## src/rtl/ibex_imem_arbiter_pkg.sv

```systemverilog
// Shared definitions for the instruction-memory arbiter: capability width,
// requester IDs and the outstanding-count width.
package ibex_defines;

    localparam int unsigned CAP_SIZE              = 93;
    localparam int unsigned MAX_OUTSTANDING_LIMIT = 4;
    localparam int unsigned IMEM_CNT_W            = $clog2(MAX_OUTSTANDING_LIMIT + 1);

    typedef enum logic {
        IMEM_SRC_FETCH = 1'b0,
        IMEM_SRC_AUX   = 1'b1
    } imem_src_e;

    function automatic imem_src_e imem_src_other(input imem_src_e src);
        return (src == IMEM_SRC_FETCH) ? IMEM_SRC_AUX : IMEM_SRC_FETCH;
    endfunction

endpackage

```

## src/rtl/ibex_imem_arbiter_id_fifo.sv

```systemverilog
// In-order FIFO of requester IDs for granted-but-unanswered memory requests.
// IDs are one bit wide, so the storage is a packed shift vector with the head at bit 0.
module ibex_imem_id_fifo
    import ibex_defines::*;
#(
    parameter int unsigned Depth = 2
) (
    input  logic                  clk_i,
    input  logic                  rst_ni,
    input  logic                  push,
    input  imem_src_e             push_id,
    input  logic                  pop,
    output logic                  full,
    output logic                  empty,
    output imem_src_e             head,
    output logic [IMEM_CNT_W-1:0] count
);

    logic [Depth-1:0]      ids_q;
    logic [Depth-1:0]      ids_shift;
    logic [Depth-1:0]      wr_mask;
    logic [Depth-1:0]      ids_d;
    logic [IMEM_CNT_W-1:0] count_q;
    logic [IMEM_CNT_W-1:0] wr_idx;
    logic                  pop_en;
    logic                  push_en;

    assign empty   = (count_q == '0);
    assign full    = (count_q == IMEM_CNT_W'(Depth));
    assign pop_en  = pop & ~empty;
    assign push_en = push & (~full | pop_en);
    assign head    = imem_src_e'(ids_q[0]);
    assign count   = count_q;

    // On a simultaneous pop the new entry lands one slot lower, after the shift.
    always_comb begin
        wr_idx    = pop_en ? (count_q - IMEM_CNT_W'(1)) : count_q;
        ids_shift = pop_en ? (ids_q >> 1) : ids_q;
        wr_mask   = push_en ? (Depth'(1) << wr_idx) : '0;
        ids_d     = (ids_shift & ~wr_mask) | (wr_mask & {Depth{push_id == IMEM_SRC_AUX}});
    end

    always_ff @(posedge clk_i or negedge rst_ni) begin
        if (!rst_ni) begin
            ids_q   <= '0;
            count_q <= '0;
        end else begin
            ids_q <= ids_d;
            case ({push_en, pop_en})
                2'b10:   count_q <= count_q + IMEM_CNT_W'(1);
                2'b01:   count_q <= count_q - IMEM_CNT_W'(1);
                default: count_q <= count_q;
            endcase
        end
    end

endmodule

```

## src/rtl/ibex_imem_arbiter.sv

```systemverilog
// Arbitrates the fetch and auxiliary ports onto one instruction memory port.
// Define IBEX_IMEM_ARB_RR_EN for round-robin arbitration; otherwise fetch has fixed priority.
module ibex_imem_arbiter
    import ibex_defines::*;
#(
    parameter int unsigned MaxOutstanding = 2
) (
    input  logic                clk_i,
    input  logic                rst_ni,

    input  logic                f_req_i,
    input  logic [CAP_SIZE-1:0] f_cap_i,
    input  logic [31:0]         f_addr_i,
    output logic                f_gnt_o,
    output logic                f_rvalid_o,
    output logic [31:0]         f_rdata_o,

    input  logic                a_req_i,
    input  logic [CAP_SIZE-1:0] a_cap_i,
    input  logic [31:0]         a_addr_i,
    output logic                a_gnt_o,
    output logic                a_rvalid_o,
    output logic [31:0]         a_rdata_o,

    output logic                instr_req_o,
    output logic [CAP_SIZE-1:0] instr_cap_o,
    output logic [31:0]         instr_addr_o,
    input  logic                instr_gnt_i,
    input  logic                instr_rvalid_i,
    input  logic [31:0]         instr_rdata_i,

    output logic                busy_o,
    output logic                err_o
);

    logic                  lock_q;
    imem_src_e             lock_src_q;
    imem_src_e             arb_src;
    imem_src_e             sel_src;
    logic                  sel_valid;
    logic                  sel_req;
    logic                  grant;
    logic                  rsp_hit;
    logic                  err_q;
    logic                  fifo_full;
    logic                  fifo_empty;
    imem_src_e             fifo_head;
    logic [IMEM_CNT_W-1:0] fifo_count;

`ifdef IBEX_IMEM_ARB_RR_EN
    imem_src_e last_q;

    always_ff @(posedge clk_i or negedge rst_ni) begin
        if (!rst_ni) begin
            last_q <= IMEM_SRC_AUX;
        end else if (grant) begin
            last_q <= sel_src;
        end
    end

    always_comb begin
        arb_src = IMEM_SRC_AUX;
        if (f_req_i && a_req_i) begin
            arb_src = imem_src_other(last_q);
        end else if (f_req_i) begin
            arb_src = IMEM_SRC_FETCH;
        end
    end
`else
    assign arb_src = f_req_i ? IMEM_SRC_FETCH : IMEM_SRC_AUX;
`endif

    // Outputs are forced low while reset is asserted, including the purely combinational paths.
    always_comb begin
        sel_src   = lock_q ? lock_src_q : arb_src;
        sel_valid = lock_q | f_req_i | a_req_i;
        sel_req   = (sel_src == IMEM_SRC_FETCH) ? f_req_i : a_req_i;

        instr_req_o  = rst_ni & sel_req & ~fifo_full;
        instr_cap_o  = '0;
        instr_addr_o = '0;
        if (rst_ni && sel_valid) begin
            instr_cap_o  = (sel_src == IMEM_SRC_FETCH) ? f_cap_i  : a_cap_i;
            instr_addr_o = (sel_src == IMEM_SRC_FETCH) ? f_addr_i : a_addr_i;
        end

        grant   = instr_req_o & instr_gnt_i;
        f_gnt_o = grant & (sel_src == IMEM_SRC_FETCH);
        a_gnt_o = grant & (sel_src == IMEM_SRC_AUX);

        rsp_hit    = rst_ni & instr_rvalid_i & ~fifo_empty;
        f_rvalid_o = rsp_hit & (fifo_head == IMEM_SRC_FETCH);
        a_rvalid_o = rsp_hit & (fifo_head == IMEM_SRC_AUX);
        f_rdata_o  = rst_ni ? instr_rdata_i : '0;
        a_rdata_o  = rst_ni ? instr_rdata_i : '0;

        busy_o = rst_ni & ((fifo_count != '0) | f_req_i | a_req_i);
        err_o  = err_q;
    end

    // A request left waiting for its grant pins the selection for the next cycle.
    always_ff @(posedge clk_i or negedge rst_ni) begin
        if (!rst_ni) begin
            lock_q     <= 1'b0;
            lock_src_q <= IMEM_SRC_FETCH;
            err_q      <= 1'b0;
        end else begin
            lock_q     <= instr_req_o & ~instr_gnt_i;
            lock_src_q <= sel_src;
            err_q      <= instr_rvalid_i & fifo_empty;
        end
    end

    ibex_imem_id_fifo #(
        .Depth (MaxOutstanding)
    ) u_id_fifo (
        .clk_i   (clk_i),
        .rst_ni  (rst_ni),
        .push    (grant),
        .push_id (sel_src),
        .pop     (instr_rvalid_i),
        .full    (fifo_full),
        .empty   (fifo_empty),
        .head    (fifo_head),
        .count   (fifo_count)
    );

endmodule

```

## config.mk

```make
export PLATFORM = sky130hd
export DESIGN_NAME = ibex_imem_arbiter
export DESIGN_NICKNAME = d
export VERILOG_FILES = /design/src/rtl/ibex_imem_arbiter_pkg.sv /design/src/rtl/ibex_imem_arbiter_id_fifo.sv /design/src/rtl/ibex_imem_arbiter.sv
export SDC_FILE = /design/constraint.sdc
export NUM_CORES = 1
export LEC_CHECK = 0
export ABC_AREA = 1
export ABC_CLOCK_PERIOD_IN_PS = 1560
export CORE_AREA = 4 4 186 188
export CTS_BUF_LIST = sky130_fd_sc_hd__clkbuf_2
export DETAILED_ROUTE_END_ITERATION = 6
export DIE_AREA = 0 0 190 192
export PLACE_DENSITY_LB_ADDON = 0.05
export SLEW_MARGIN = 25
export SYNTH_ARGS = -nofsm -noshare
export SYNTH_HDL_FRONTEND = slang
export SYNTH_HIERARCHICAL = 1
export SYNTH_SLANG_ARGS = --single-unit
```

## constraint.sdc

```tcl
create_clock -name clk_i -period 1.56 [get_ports clk_i]
set_input_delay 0.312 -clock clk_i [delete_from_list [all_inputs] [get_ports clk_i]]
set_output_delay 0.312 -clock clk_i [all_outputs]
set_load 0.05 [all_outputs]
```

[After elaboration in Yosys (flattened, before gate mapping)]
Cells that the tools add are included.
Cells by class
  add/subtract/negate cells: 2
  multiply operators: 0
  divide/modulo/power cells: 0
  order comparisons: 0
  eq/ne operators: 3
  shift-type cells: 1
  muxes and demuxes: 12
  bitwise operators: 28
  reduce and logical (&&, ||, !) cells: 4
Operators with widths (number)
  two-way mux 93 bit: 2
  two-way mux 32 bit: 3
  AND 1 bit: 14
  one-hot mux 3 bit (2 select lines): 1
  inverter 1 bit: 5
  OR 1 bit: 5
  AND 2 bit: 2
  two-way mux 2 bit: 2
  adder 3 x 1 -> 3 bit (second input constant): 1
  equality test 3 x 2 -> 1 bit (second input constant): 1
  zero test 3 bit: 1
  two-way mux 1 bit: 3
  two-way mux 3 bit: 1
  nonzero test 3 bit: 1
  << shifter 1 x 3 -> 2 bit (first input constant): 1
  subtractor 3 x 1 -> 3 bit (second input constant): 1
  equality test 2 x 1 -> 1 bit (second input constant): 1
  equality test 2 bit (second input constant): 1
  inverter 2 bit: 1
  OR 2 bit: 1
  nonzero test 2 bit: 1
  logical AND 1 bit: 1
Storage, ports and cells
  bits in registers: 8
  latch bits: 0
  memory bits (writable): 0
  ROM bits: 0
  input bits: 288
  output and inout bits: 196
  logic and storage cells: 55
  memories: 0

[Depth between registers and ports, before layout]
Gate-level depths: netlist (run 1).
  depth after elaboration: 11
  mapped depth: 13
  mapped depth without buffers: 13

[By module]
Netlist (run 1), hierarchy kept.
By module, submodules not included
  ibex_imem_arbiter: times used 1, cells each 549, area an instance 2524.9 um^2, sequential area each 75.1 um^2
  ibex_imem_id_fifo: times used 1, cells each 66, area an instance 464.2 um^2, sequential area each 125.1 um^2

[Worst setup path after synthesis (run 1)]
OpenSTA, ideal clock, no wires.
  path kind: register to output
  start point: register lock_q
  end point: output port instr_addr_o[10]
  arrival: 1759 ps
  data required time: 1248 ps
  path slack: -511 ps
  cell stages (with the launch flop): 8
  buffers on the path: 2
  cell sequence: dfrtp_1 inv_1 nand2_2 nand2_4 buf_6 buf_2 nand2_1 a21oi_1
On the way
  word-level cells in the longest chain between the ends: 4
  elaborated cells between the ends (all ways): 6
  classes of those cells: 3 x mux; 2 x bitwise; 1 x reduce/logical
Ends and longest elaborated chain
  from (decl): line ibex_imem_arbiter.sv:36  | logic lock_q;
  from (signal assigned): line ibex_imem_arbiter.sv:108  | lock_q <= instr_req_o & ~instr_gnt_i;
  OR 1 bit (2 in series): line ibex_imem_arbiter.sv:76  | sel_valid = lock_q | f_req_i | a_req_i;
  logical AND 1 bit: line ibex_imem_arbiter.sv:82  | if (rst_ni && sel_valid) begin
  two-way mux 32 bit (*): line ibex_imem_arbiter.sv:82
  to (decl): line ibex_imem_arbiter.sv:27  | output logic [31:0] instr_addr_o,
Mark *: on every way between the ends. The rest lies on a longest branch, timed or not.

[Final worst setup path (run 1)]
  start point: register lock_q
  end point: output port instr_cap_o[68]
On the way
  word-level cells in the longest chain between the ends: 4
  elaborated cells between the ends (all ways): 6
  classes of those cells: 3 x mux; 2 x bitwise; 1 x reduce/logical
Ends and longest elaborated chain
  OR 1 bit (2 in series): line ibex_imem_arbiter.sv:76
  logical AND 1 bit: line ibex_imem_arbiter.sv:82
  two-way mux 93 bit (*): line ibex_imem_arbiter.sv:82
  to (decl): line ibex_imem_arbiter.sv:26  | output logic [CAP_SIZE-1:0] instr_cap_o,
Marks and branches as above.

==> results_dict.tcl, run 1 <==
set metrics [dict create \
    vias 5692 \
    synth_nets 907 \
    postLayoutCellArea_sq_um 12990 \
    ant_nets 0 \
    wl_per_cell_um 17.59 \
    setup_slack_ns -0.4745 \
    clkSlewWorstSetupHoldPaths_ns 0.10 \
    die_w_um 190 \
    start_util_pct 9.027 \
    synth_area_sq_um 2989 \
    via_per_inst 3.658 \
    routed_wl_mm 27.37 \
    ff2ff_setup_slack_ns -0.04 \
    required_ns 1.25 \
    gp_congestion 0.7193 \
    finalHoldViolCount 0 \
    total_power_w 0.008338 \
    syn2layout_area_growth_pct 334.5 \
    grt_pass1_wl_mm 38.27 \
    crit_fanout 12 \
    mostFrequentLayoutCell "clkdlybuf4s50_1" \
    cts_tree "yes" \
    rsz0062_at_grt "true" \
    p_per_area_nw_per_um2 642.0 \
    num_io_pins 484 \
    drive_gt1_share_pct 47.06 \
    cts_made_buffers 3 \
    initialDrtViolationCount 75 \
    r2r-end "u_id_fifo/count[1]" \
    rows 67 \
    antenna_found_initial 1 \
    fin_crit_ns 2.035 \
    violations "negative setup slack" \
    period_share_pct 130.4 \
    clock.fmax_ghz 0.4915 \
    crit_path_end_kind "primary output" \
    core_sq_um 33110 \
    port_buffers 483 \
    grt_util_all_layers_pct 13.57 \
    cts-root-buf "clkbuf_2" \
    fin_util_pct 39.22 \
    worstPathArrival_ns 1.72 \
    setup-violations-final 136 \
    drc 0 \
    die_y_um 192 \
    grt_start_max_net_pins 28 \
    maxCapViolCount 0 \
    worstHoldPathType "input port to asynchronous set/reset pin" \
    synth-seq-area-share_pct 6.697 \
    dp_hpwl_mm 23.39 \
    cts_sinks 8 \
    die_area_sq_um 36480 \
    cts_buffer_depth 2 \
    relSlewSlack_pct 82.08 \
    status "finished with violations" \
    postSynthCellCount 615 \
    placed_area_sq_um 12410 \
    p_leak_nw 4.925 \
    synth_top_area_share_pct 38.68 \
    avgSynthCellArea_sq_um 4.860 \
    place_worst_setup_slack_ns -0.6272 \
    tightest_slew_ns 0.2689 \
    fin_skew_ns 0.01987 \
    fillerInstances 3286 \
    grt_pass1_vias 5994 \
    h-tree-depth 1 \
    cts_hold_buf 0 \
    yosys.area.top_type "nand2_1" \
    finalNetCount 1401 \
    dr.pass1.iters 4 \
    clk-insertion-delay-late_ns 0.25 \
    ys_ff_latch 8 \
    synth_warnings 6 \
    path_class "flop to primary output" \
    synth_cell_types 21 \
    final_cell_mix "clkdlybuf4s50_1, nand2_1, buf_12" \
    start_kind "flop" \
    peakVddDrop_v 0.0003151 \
    timing.rr.start "u_id_fifo/count[0]" \
    drv_slew 0 \
    grt.overflow.total 0 \
    reg2reg_depth 13 \
    synth.area.top_cells "nand2_1, a21oi_1, buf_4" \
]
## how the worst max path moves through the flow
stage                                   to    start
final                      instr_cap_o[68]   lock_q
after global routing       instr_cap_o[68]   lock_q
after CTS                  instr_cap_o[59]   lock_q
after detailed placement   instr_cap_o[73]  f_req_i
after global placement     instr_cap_o[69]  f_req_i
after floorplan           instr_addr_o[10]   lock_q
## worst max-delay path, cell delays in order (launching register included)
cell     delay, ns
dfrtp_1       0.41
inv_2         0.09
buf_6         0.10
nand2_4       0.04
o21ai_4       0.21
buf_12        0.20
buf_12        0.21
a21oi_4       0.05
buf_12        0.15
## synthesized netlist by cell type (all sizes together)
cell	count
nand2	316
nor2	15
o21ai	7
nand3b	1
dfrtp	8
a21oi	125
xor2	1
clkbuf	3
nand3	11
inv	52
ha	4
buf	72
## report_power, final
group	leakage [nW]	internal [W]	switching, W
logic	4.81	0.00379	0.00405
clock network	0.0125	0.0000525	0.0000799
registers	0.100	0.000280	0.0000865
total	4.93	0.00412	0.00422
## through the flow
stage | TNS [ns] | hold WS [ns] | cells
after floorplan | -8.391 | 0.01641 | 615
after global placement | -77.91 | 0.3649 | 1532
after detailed placement | -77.34 | 0.3594 | 1532
after CTS | -66.02 | 0.07710 | 1552
after global routing | -71.26 | 0.07210 | 1556
final | -55.55 | 0.07930 | 1556
## layer usage
layer,track usage (%),wire [um],share of wire (%)
met1,14.41,9781,36
met2,26.67,14840,54
met3,4.871,2690,9.8
met4,1.002,54,0.20
met5,0,0,0
## logic make-up after synthesis
family | synth area share [%]
and+or+nand+nor | 45.67
AOI/OAI and AO/OA | 22.35
buffers and inverters | 23.32
DFF | 6.697
adders and majority gates | 1.674
xor gates and xnor gates | 0.2931
## area by class of cell
class	count	area [sq um]	area share [%]
Antenna cell	1	2.502	0.01927
Sequential cell	8	201.4	1.551
Timing Repair Buffer	564	8033	61.85
Multi-Input combinational cell	480	3852	29.66
Inverter	52	322.8	2.486
Tap cell	448	560.5	4.316
Clock buffer	3	15.01	0.1156
## timing repair
item / 4_1_cts / 5_1_grt
cloned: 7 / 4
buffers inserted: 11 / 2
pin swaps: 15 / 11
hold endpoints to repair: 0 / 0
endpoints found under the setup margin: 138 / 136
resized for setup: 47 / 21
No activity file was read; power rests on OpenSTA's default activity.
==> inputs of run 2 (changes only) <==
--- a/config.mk
+++ b/config.mk
@@ -11,7 +11,9 @@
 export CTS_BUF_LIST = sky130_fd_sc_hd__clkbuf_2
 export DETAILED_ROUTE_END_ITERATION = 6
 export DIE_AREA = 0 0 190 192
+export GPL_ROUTABILITY_DRIVEN = 0
 export PLACE_DENSITY_LB_ADDON = 0.05
+export REMOVE_ABC_BUFFERS = 1
 export SLEW_MARGIN = 25
 export SYNTH_ARGS = -nofsm -noshare
 export SYNTH_HDL_FRONTEND = slang
==> results_dict.tcl, run 2 (same netlist as run 1, synthesis figures left out) <==
set metrics [dict create \
    peakVddDrop_v 0.0002840 \
    place_inst 1523 \
    port_buffers 483 \
    dp_hpwl_mm 26.24 \
    grt_start_max_net_pins 40 \
    use_met1_pct 15.43 \
    fin_skew_ns 0.001185 \
    drive_gt1_share_pct 44.77 \
    fin_crit_ns 2.056 \
    worstHoldPathType "input port to asynchronous set/reset pin" \
    path_class "flop to primary output" \
    h-tree-depth 1 \
    finalNetCount 1404 \
    violations "negative setup slack" \
    num_io_pins 484 \
    clkSlewWorstSetupHoldPaths_ns 0.10 \
    start_kind "flop" \
    p_leak_nw 4.952 \
    grt_util_all_layers_pct 15.29 \
    clock.fmax_ghz 0.4864 \
    start_util_pct 9.027 \
    crit_fanout 10 \
    fin_util_pct 36.02 \
    cts_buffer_depth 2 \
    rows 67 \
    total_power_w 0.007971 \
    vias 5859 \
    wl_per_cell_um 20.28 \
    grt_use_met3_pct 6.016 \
    antenna_found_initial 7 \
    grt.overflow.total 0 \
    setup_slack_ns -0.4959 \
    die_y_um 192 \
    period_share_pct 131.8 \
    syn2layout_area_growth_pct 299.0 \
    placed_area_sq_um 10450 \
    use_met2_pct 28.85 \
    final_cell_mix "clkdlybuf4s50_1, nand2_1, buf_12" \
    p_per_area_nw_per_um2 668.2 \
    clk-insertion-delay-late_ns 0.24 \
    fillerInstances 3396 \
    routed_wl_mm 31.61 \
    die_area_sq_um 36480 \
    dr.pass1.iters 4 \
    initialDrtViolationCount 136 \
    setup-violations-final 135 \
    core_sq_um 33110 \
    via_per_inst 3.758 \
    mostFrequentLayoutCell "clkdlybuf4s50_1" \
    cts_sinks 8 \
    cts_made_buffers 3 \
    grt_pass1_vias 5974 \
    crit_path_end_kind "primary output" \
    top_usage_layer "met2" \
    rsz0062_at_grt "true" \
    finalHoldViolCount 0 \
    status "finished with violations" \
    cts-root-buf "clkbuf_2" \
    die_w_um 190 \
    ant_nets 0 \
    relSlewSlack_pct 84.33 \
    tightest_slew_ns 0.2348 \
    finalNonFillerCells 1559 \
    drc 0 \
    required_ns 1.25 \
    worstPathArrival_ns 1.74 \
    cts_tree "yes" \
    drv_slew 0 \
    grt_pass1_wl_mm 41.15 \
    postLayoutCellArea_sq_um 11930 \
    maxCapViolCount 0 \
]
run 2: cell types whose count changed in the layout (fill, tap and decap cells not counted), moves of 11 or more:
cell and change:
clkinvlp_4 -30, a21oi_2 +107, a21oi_4 -107, inv_1 +16, inv_2 +14, nand2_1 +11
nand2_4 -14
run 2: what timing repair did:
| item | CTS | global route |
|---|---|---|
| cloned | 6 | 7 |
| resized for setup | 189 | 90 |
| endpoints found under the hold margin | 0 | 1 |
| pin swaps | 34 | 61 |
| hold buffers | 0 | 1 |
| setup buffers | 9 | 10 |
| endpoints found under the setup margin | 200 | 190 |
run 2: metrics by stage:
stage	setup slack [ns]	setup TNS [ns]	hold slack [ns]
after CTS	-0.5480	-65.21	0.1495
after detailed placement	-0.7581	-112.59	0.5874
after global placement	-0.7332	-111.29	0.5734
after floorplan	-2.515	-318.98	0.01641
after global routing	-0.6047	-74.85	0.1080
final	-0.4959	-59.36	0.1159
run 2: critical path: stages (launching register included):
cell	delay (ns)
dfrtp_1	0.42
nand2_2	0.14
nand2_8	0.11
inv_12	0.10
buf_12	0.14
buf_16	0.14
nand2_1	0.07
a21oi_2	0.19
buf_12	0.16
run 2: cell type report:
cell class,instances,area [sq um],share of cell area [%]
timing repair buffer,567,7991,67.00
multi-input combinational,480,2943,24.67
inverter,52,215.2,1.804
tap,448,560.5,4.699
clock buffer,3,15.01,0.1259
sequential,8,200.2,1.678
antenna,1,2.502,0.02098
run 2: final timing paths:
check	end	slack [ns]	startpoint	cells past startpoint
worst max-delay path	instr_cap_o[69]	-0.50	lock_q	8
worst min-delay path	u_id_fifo/count[0]	0.12	rst_ni	3
worst max register to register	u_id_fifo/ids_q[1]	-0.19	u_id_fifo/count[1]	12
worst min register to register	u_id_fifo/ids_q[1]	0.61	u_id_fifo/ids_q[1]	4
max in group asynchronous	lock_src_q	0.88	rst_ni	3
min in group clk_i	u_id_fifo/ids_q[1]	0.61	u_id_fifo/ids_q[1]	4
run 2: layer usage:
layer,vias to the layer above,routed length (um),part of all wire (%)
met1,2616,10520,33
met3,51,3172,10
met5,-,58,0.18
met4,12,981,3.1
li1,2878,-,-
met2,302,16880,53
run 2: report_power, final:
group / internal (W) / switching [W] / leakage [nW] / total [W]
clock network: 0.0000525 / 0.0000882 / 0.0125 / 0.000141
registers: 0.000277 / 0.0000642 / 0.101 / 0.000341
logic: 0.00363 / 0.00386 / 4.84 / 0.00749
==> inputs of run 3 (changes only) <==
--- a/config.mk
+++ b/config.mk
@@ -6,11 +6,11 @@
 export NUM_CORES = 1
 export LEC_CHECK = 0
 export ABC_AREA = 1
-export ABC_CLOCK_PERIOD_IN_PS = 1560
-export CORE_AREA = 4 4 186 188
+export ABC_CLOCK_PERIOD_IN_PS = 2200
+export CORE_AREA = 4 4 188 190
 export CTS_BUF_LIST = sky130_fd_sc_hd__clkbuf_2
 export DETAILED_ROUTE_END_ITERATION = 6
-export DIE_AREA = 0 0 190 192
+export DIE_AREA = 0 0 192 194
 export GPL_ROUTABILITY_DRIVEN = 0
 export PLACE_DENSITY_LB_ADDON = 0.05
 export REMOVE_ABC_BUFFERS = 1
==> constraint.sdc (replaced) <==
create_clock -name clk_i -period 2.2 [get_ports clk_i]
set_input_delay 0.44 -clock clk_i [delete_from_list [all_inputs] [get_ports clk_i]]
set_output_delay 0.44 -clock clk_i [all_outputs]
set_load 0.05 [all_outputs]
==> results_dict.tcl, run 3 (same netlist as run 1, synthesis figures left out) <==
set metrics [dict create \
    cp_num_cells 9 \
    ant_nets 0 \
    grt.overflow.total 0 \
    path_cells "clkdlybuf4s15_1 > inv_1 > nand2_1 > o21ai_4 > buf_12 > buf_6 > a21oi_4 > buf_4 > buf_12" \
    crit_slowest_cell "clkdlybuf4s15_1" \
    cts-root-buf "clkbuf_2" \
    setup-violations-final 0 \
    cp.buffers_inverters 6 \
    required_ns 1.76 \
    seqCellArea_sq_um 200.2 \
    die_y_um 194 \
    reg2reg_depth 13 \
    path_class "input port to primary output" \
    num_io_pins 484 \
    fin_crit_ns 2.166 \
    grt_start_max_net_pins 42 \
    cts_hold_buf 0 \
    cts_buffer_depth 2 \
    maxCapViolCount 0 \
    grt_pass1_wl_mm 40.30 \
    crit_path_end_kind "primary output" \
    grt_util_all_layers_pct 14.82 \
    via_per_inst 3.707 \
    hold_slack_ns 0.2300 \
    setup_tns_ns 0 \
    drv_slew 0 \
    start_kind "input port" \
    critical_path.top_delay_family "buffers and inverters" \
    rsz0062_at_grt "true" \
    cts_made_buffers 3 \
    finalHoldViolCount 0 \
    routed_wl_mm 30.57 \
    total_power_w 0.005069 \
    period_share_pct 98.45 \
    p_leak_nw 4.687 \
    tightest_slew_ns 0.5329 \
    clkSlewWorstSetupHoldPaths_ns 0.09 \
    fillerInstances 3436 \
    multi_input_area_sq_um 2868 \
    status "complete, no violations" \
    syn2layout_area_growth_pct 279.5 \
    port_buffers 483 \
    clk-insertion-delay-late_ns 0.23 \
    clock.fmax_ghz 0.4617 \
    die_w_um 192 \
    r2r-end "u_id_fifo/count[1]" \
    drive_gt1_share_pct 39.70 \
    dp_hpwl_mm 26.19 \
    worstPathArrival_ns 1.73 \
    die_area_sq_um 37250 \
    antenna_found_initial 15 \
    initialDrtViolationCount 93 \
    wl_per_cell_um 20.07 \
    peakVddDrop_v 0.0001744 \
    vias 5646 \
    p_per_area_nw_per_um2 446.9 \
    fin_util_pct 33.91 \
    core_sq_um 33450 \
    drc 0 \
    cts_tree "yes" \
    fin_skew_ns 0.007025 \
    h-tree-depth 1 \
    timing.rr.start "u_id_fifo/count[0]" \
    relSlewSlack_pct 64.36 \
    grt_pass1_vias 5578 \
    cpMostUsedCell "buf_12" \
    crit_fanout 13 \
    cts_sinks 8 \
    ff2ff_setup_slack_ns 0.35 \
    worstHoldPathType "input port to asynchronous set/reset pin" \
    finalNetCount 1367 \
    mostFrequentLayoutCell "clkdlybuf4s50_1" \
    final_cell_mix "clkdlybuf4s50_1, nand2_1, buf_12" \
    dr.pass1.iters 4 \
    start_util_pct 8.937 \
    cpPeakStageDelay_ns 0.23 \
    rows 67 \
]
[run 3: cell types whose count changed in the layout (fill, tap and decap cells not counted), moves of 6 or more]
cell     before  now
nand2_4      13    6
nand2_2      31   37
buf_6        11    5
inv_1        26   48
buf_4        37   19
a21oi_2     108  101
inv_2        22    3
a21oi_4      17   24
buf_12      214  207
nor2_1        5   11
[run 3: worst register-to-register path, delay by kind of cell, from the launching register on]
family	cells	cell delay, ns
adder cells (fa/ha/maj)	1	0.21
AO/OA/AOI/OAI	1	0.08
buffers and inverters	5	0.51
flip-flops	1	0.35
AND/OR/NAND/NOR	6	0.60
[run 3: final cells by class]
class,instances,share of cell area [%]
multi-input combinational,480,25.28
sequential,8,1.765
clock buffer,3,0.1324
timing repair buffer,530,66.00
antenna,2,0.04412
tap,448,4.942
inverter,52,1.831
[run 3: timing repair]
item	4_1_cts	5_1_grt
pin swaps	3	78
resized for setup	89	126
cloned	1	4
endpoints found under the setup margin	127	129
buffers inserted	3	1
[run 3: worst max-delay path by stage]
stage | slack (ns) | endpoint | from
after floorplan | -2.04 | instr_addr_o[0] | f_req_i
after global placement | -0.28 | instr_cap_o[44] | f_req_i
after detailed placement | -0.31 | instr_cap_o[44] | f_req_i
after CTS | -0.03 | instr_cap_o[31] | lock_q
after global routing | -0.07 | instr_cap_o[59] | lock_q
final | 0.03 | instr_cap_o[59] | f_req_i
[run 3: metal layers]
metal / part of all wire (%) / GRT usage (%)
met1: 30 / 13.34
met2: 58 / 30.18
met3: 10 / 6.842
met4: 1.4 / 2.113
met5: 0.57 / 0
[run 3: stage by stage]
stage               instance area, sq um  std cells  setup slack, ns
finish                             11340       1523          0.03405
global route                       11340       1522         -0.07253
CTS                                10720       1517         -0.02708
detailed placement                 10310       1510          -0.3065
global placement                   10310       1510          -0.2830
floorplan                           2490        540           -2.043
[run 3: power breakdown]
group	total, W	switching (W)	internal, W	leakage, nW
clock network	0.0000912	0.0000539	0.0000372	0.0125
logic	0.00474	0.00255	0.00220	4.57
registers	0.000233	0.0000368	0.000196	0.101
total	0.00507	0.00264	0.00243	4.69
